**src/rtl/byte_packer_8_32.sv**
```systemverilog
// Byte-to-word packer: finds the COM_BYTE alignment symbol, then packs four
// MSB-first bytes per 32-bit word. Unexpected gaps inside a word drop alignment.
module byte_packer_8_32 #(
    parameter logic [7:0] COM_BYTE = 8'hBC
) (
    input  logic        clk_4f,
    input  logic        reset,
    input  logic [7:0]  data_in,
    input  logic        valid_in,
    output logic [31:0] data_out,
    output logic        valid_out,
    output logic        aligned,
    output logic        frag_err,
    output logic [15:0] word_cnt
);

    typedef enum logic [0:0] {
        SEARCH  = 1'b0,
        ALIGNED = 1'b1
    } state_t;

    state_t      state_q, state_d;
    logic [1:0]  idx_q, idx_d;
    logic [23:0] word_q, word_d;
    logic [31:0] data_out_q, data_out_d;
    logic        valid_out_q, valid_out_d;
    logic        aligned_q, aligned_d;
    logic        frag_err_q, frag_err_d;
    logic [15:0] word_cnt_q, word_cnt_d;

    // Only lanes 0..2 are buffered; lane 3 goes straight to data_out with the completing byte.
    function automatic logic [23:0] put_lane(input logic [23:0] w,
                                             input logic [1:0]  lane,
                                             input logic [7:0]  b);
        logic [23:0] r;
        case (lane)
            2'd0:    r = {b, w[15:0]};
            2'd1:    r = {w[23:16], b, w[7:0]};
            2'd2:    r = {w[23:8], b};
            default: r = w;
        endcase
        return r;
    endfunction

    // Next-state and output decode for the alignment state machine.
    always_comb begin
        state_d     = state_q;
        idx_d       = idx_q;
        word_d      = word_q;
        data_out_d  = data_out_q;
        valid_out_d = 1'b0;
        frag_err_d  = 1'b0;
        word_cnt_d  = word_cnt_q;
        case (state_q)
            SEARCH: begin
                if (valid_in && (data_in == COM_BYTE)) begin
                    word_d  = {data_in, 16'h0000};
                    idx_d   = 2'd1;
                    state_d = ALIGNED;
                end else begin
                    idx_d   = 2'd0;
                end
            end
            ALIGNED: begin
                if (valid_in) begin
                    if (idx_q == 2'd3) begin
                        data_out_d  = {word_q, data_in};
                        valid_out_d = 1'b1;
                        word_cnt_d  = word_cnt_q + 16'd1;
                        idx_d       = 2'd0;
                    end else begin
                        word_d = put_lane(word_q, idx_q, data_in);
                        idx_d  = idx_q + 2'd1;
                    end
                end else if (idx_q != 2'd0) begin
                    // Gap inside a word: the stream lost alignment.
                    frag_err_d = 1'b1;
                    idx_d      = 2'd0;
                    state_d    = SEARCH;
                end else begin
                    idx_d = idx_q;
                end
            end
            default: begin
                state_d = SEARCH;
                idx_d   = 2'd0;
            end
        endcase
        aligned_d = (state_d == ALIGNED);
    end

    // State and output registers with synchronous reset taking priority.
    always_ff @(posedge clk_4f) begin
        if (reset) begin
            state_q     <= SEARCH;
            idx_q       <= 2'd0;
            word_q      <= 24'h000000;
            data_out_q  <= 32'h00000000;
            valid_out_q <= 1'b0;
            aligned_q   <= 1'b0;
            frag_err_q  <= 1'b0;
            word_cnt_q  <= 16'h0000;
        end else begin
            state_q     <= state_d;
            idx_q       <= idx_d;
            word_q      <= word_d;
            data_out_q  <= data_out_d;
            valid_out_q <= valid_out_d;
            aligned_q   <= aligned_d;
            frag_err_q  <= frag_err_d;
            word_cnt_q  <= word_cnt_d;
        end
    end

    assign data_out  = data_out_q;
    assign valid_out = valid_out_q;
    assign aligned   = aligned_q;
    assign frag_err  = frag_err_q;
    assign word_cnt  = word_cnt_q;

endmodule

```
**config.mk**
```make
export PLATFORM = sky130hd
export DESIGN_NAME = byte_packer_8_32
export DESIGN_NICKNAME = d
export VERILOG_FILES = /design/src/rtl/byte_packer_8_32.sv
export SDC_FILE = /design/constraint.sdc
export NUM_CORES = 1
export LEC_CHECK = 0
export ABC_AREA = 1
export ABC_CLOCK_PERIOD_IN_PS = 1900
export BUFFER_PORTS_ARGS = -buffer_cell sky130_fd_sc_hd__buf_2
export CAP_MARGIN = 20
export CORE_MARGIN = 5
export CORE_UTILIZATION = 50
export DETAILED_ROUTE_END_ITERATION = 12
export GPL_TIMING_DRIVEN = 0
export PLACE_DENSITY = 0.77
export SLEW_MARGIN = 40
export SYNTH_ARGS = -nofsm -noshare
export SYNTH_HDL_FRONTEND = slang
export SYNTH_SLANG_ARGS = --single-unit
export TNS_END_PERCENT = 20
```
**constraint.sdc**
```tcl
create_clock -name clk_4f -period 1.9 [get_ports clk_4f]
set_input_delay 0.475 -clock clk_4f [delete_from_list [all_inputs] [get_ports clk_4f]]
set_output_delay 0.475 -clock clk_4f [all_outputs]
set_load 0.03 [all_outputs]
```
==> results.py <==
metrics = {
    "outcome": {
        "status": "completed",
    },
    "setup_path": {
        "cp.required_ns": 2.19,
        "critPathLaunchType": "register",
        "path_max_fanout": 10,
        "worstSetupEndpointType": "register",
        "cp.arrival_ns": 1.96,
        "path_class": "register to register",
        "rr_worst_depth": 8,
    },
    "yosys": {
        "syn_inst": 466,
        "syn-num-nets": 482,
        "synth-simple-area-share_pct": 28.89,
        "synth_area_um2": 3296,
        "synth_compound_area_share_pct": 12.57,
        "ys.warnings.count": 0,
        "synthXorXnorAreaFrac_pct": 0,
        "synth_seq_cells": 77,
        "synth.distinct_cells": 23,
        "syn_avg_cell_area_um2": 7.072,
        "synthMuxAreaShare_pct": 0,
        "synth_fa_ha_area_share_pct": 1.898,
        "seq_area_frac_synth_pct": 46.77,
        "synth_top_family_by_area": "simple AND/OR/NAND/NOR gates",
    },
    "clocking": {
        "hold_buffers": 0,
        "h-tree-depth": 3,
        "cts_setup_buffers": 0,
        "cts_buffer_depth": 2,
        "clockRootBuffer": "clkbuf_8",
        "cts_made_buffers": 9,
        "cts_tree": "done",
        "clkLatencyLatePin_ns": 0.35,
        "clk_pin_slew_ns": 0.08,
        "cts_resized": 0,
        "cts_sinks": 77,
    },
    "timing": {
        "setup_ws_ns": 0.2323,
        "period_share_pct": 87.77,
        "hold_violations": 0,
        "min_period_ns": 1.668,
        "maxSlewViolCount": 0,
        "clock.fmax_ghz": 0.5996,
        "rsz0062_at_grt": "false",
        "final-setup-viol-count": 0,
        "tightestPinTransition_ns": 0.5013,
        "fin_setup_tns_ns": 0,
        "slew-limit-headroom_pct": 66.58,
        "finClkSkew_ns": 0.006288,
    },
    "finish": {
        "insertedDiodeCount": 0,
        "areaGrowthSynthToFinish_pct": 18.00,
        "fillers": 607,
        "layout.nets": 553,
        "drive_above_1_share_pct": 18.27,
        "instances_no_fill": 619,
    },
    "routing": {
        "wl_per_cell_um": 12.54,
        "vias": 3146,
        "drc_errors": 0,
        "drt_wl_total_um": 7761,
        "drtPass1Iterations": 4,
        "drt-initial-drc-count": 222,
        "drtAntennaViolNets": 0,
        "vias_per_cell": 5.082,
    },
    "floorplan": {
        "die_h_um": 91.19,
        "die-area_um2": 8315,
        "rows": 29,
        "coreArea_um2": 6386,
        "die_x_um": 91.19,
        "start_util_pct": 51.61,
        "num_io_pins": 62,
    },
    "placed_design": {
        "io_buffer_count": 60,
        "place_hpwl_um": 5708,
        "place_inst": 603,
        "post-place-ws_ns": 0.1680,
        "place.gp.congestion": 0.8756,
    },
    "global_routing": {
        "antenna_found_initial": 0,
        "grt_usage_pct": 18.96,
        "grt_overflow_total": 0,
        "first_global_vias": 2902,
        "grt_max_degree": 13,
        "grt_pass1_wl_um": 12970,
    },
    "power": {
        "total_power_uw": 2916,
        "power.density_nw_per_um2": 749.9,
        "leakagePower_uw": 0.001755,
        "max-vdd-ir-drop_mv": 0.5151,
    },
    "job": {
        "drv_cap": 0,
    },
    "worst_hold_path": {
        "min_path_type": "primary input to register",
        "holdPathStages": 2,
    },
}
==> routing by layer <==
layer,vias up,part of all wire (%),track usage [%]
li1,1628,-,-
met1,1437,47,24.52
met2,69,46,30.53
met3,12,4.8,4.959
met4,0,1.7,6.846
met5,-,0,0
==> stage by stage <==
step,utilization (%),cell area [µm²],hold slack (ns)
6_report,60.89,3889,0.3748
2_1_floorplan,-,3296,0.4297
3_5_place_dp,57.82,3692,0.4417
3_3_place_gp,57.82,3692,0.4381
5_1_grt,60.89,3889,0.3868
4_1_cts,60.82,3884,0.3587
==> layout make-up <==
type                       count  area (µm²)  share of cell area (%)
buffer                        22       111.4                   2.864
clock buffer                  11       141.4                   3.636
clock inverter                 5       50.05                   1.287
inverter                      57       214.0                   5.502
multi-input combinational    310        1434                   36.87
sequential                    77        1541                   39.64
tap                           77       96.34                   2.477
timing repair buffer          60       300.3                   7.722
==> worst paths after layout <==
kind	from	end	slack [ns]
worst max-delay path	idx_q[0]	word_q[13]	0.23
worst min-delay path	valid_in	frag_err	0.37
worst max register to register	idx_q[0]	word_q[13]	0.23
worst min register to register	word_q[6]	data_out[14]	0.46
==> report_power, final <==
| group | switching [µW] | total (µW) | internal, µW | leakage, µW |
|---|---|---|---|---|
| Combinational | 60.1 | 82.0 | 21.9 | 0.00103 |
| Sequential | 0.507 | 1610 | 1610 | 0.000620 |
| Clock | 586 | 1220 | 634 | 0.000103 |
| Total | 647 | 2920 | 2270 | 0.00176 |
==> logic make-up (layout without fill, tap and decap cells) <==
logic type      after synthesis  in the layout
simple gates                223            223
compound gates               82             82
buf+inv                      79            155
flops                        77             77
fa+ha+maj                     5              5
==> cells in the mapped netlist <==
master      n  area (µm²)
nand2_1   123       461.7
o21ai_0    26       130.1
a211oi_1    1       7.510
a31oi_1     1       6.260
buf_4       3       22.52
nand3_2     4       40.04
nand2_2     2       12.51
nor4_1      2       12.51
a21oi_1    52       260.3
dfxtp_1    77        1541
nor2_2      4       25.02
inv_2       2       7.510
buf_2       8       40.04
buf_6       1       11.26
clkbuf_1    8       30.03
ha_1        5       62.56
nor3_1      5       25.02
nor2_1     54       202.7
nand3_1     7       35.03
buf_1       2       7.510
inv_1      55       206.5
o21ai_1     2       10.01
nand4_1    22       137.6
==> worst max-delay path, stage by stage, from the launching register on <==
cell and delay [ns]:
dfxtp_1 0.40, inv_1 0.10, ha_1 0.23, o21ai_1 0.38, nand3_2 0.14, buf_6 0.16
nand2_1 0.06, nand2_1 0.05, nor2_1 0.10
==> cells in the final DEF, fill, tap and decap left out, types with 3 or more instances in the layout <==
| master | n |
|---|---|
| nand2_1 | 123 |
| clkbuf_1 | 9 |
| dfxtp_1 | 77 |
| nor2_2 | 3 |
| inv_1 | 55 |
| clkbuf_8 | 10 |
| nand3_2 | 4 |
| nor3_1 | 5 |
| buf_2 | 68 |
| nor2_1 | 54 |
| buf_4 | 3 |
| nand4_1 | 22 |
| a21oi_1 | 52 |
| ha_1 | 5 |
| o21ai_0 | 26 |
| clkinv_2 | 4 |
| nand3_1 | 7 |
==> state kept, by name, indices dropped and copies added (netlist names) <==
| signal | cells |
|---|---|
| aligned | 1 |
| data_out | 32 |
| frag_err | 1 |
| idx_q | 2 |
| valid_out | 1 |
| word_cnt | 16 |
| word_q | 24 |
No activity file was read; power rests on OpenSTA's default activity.
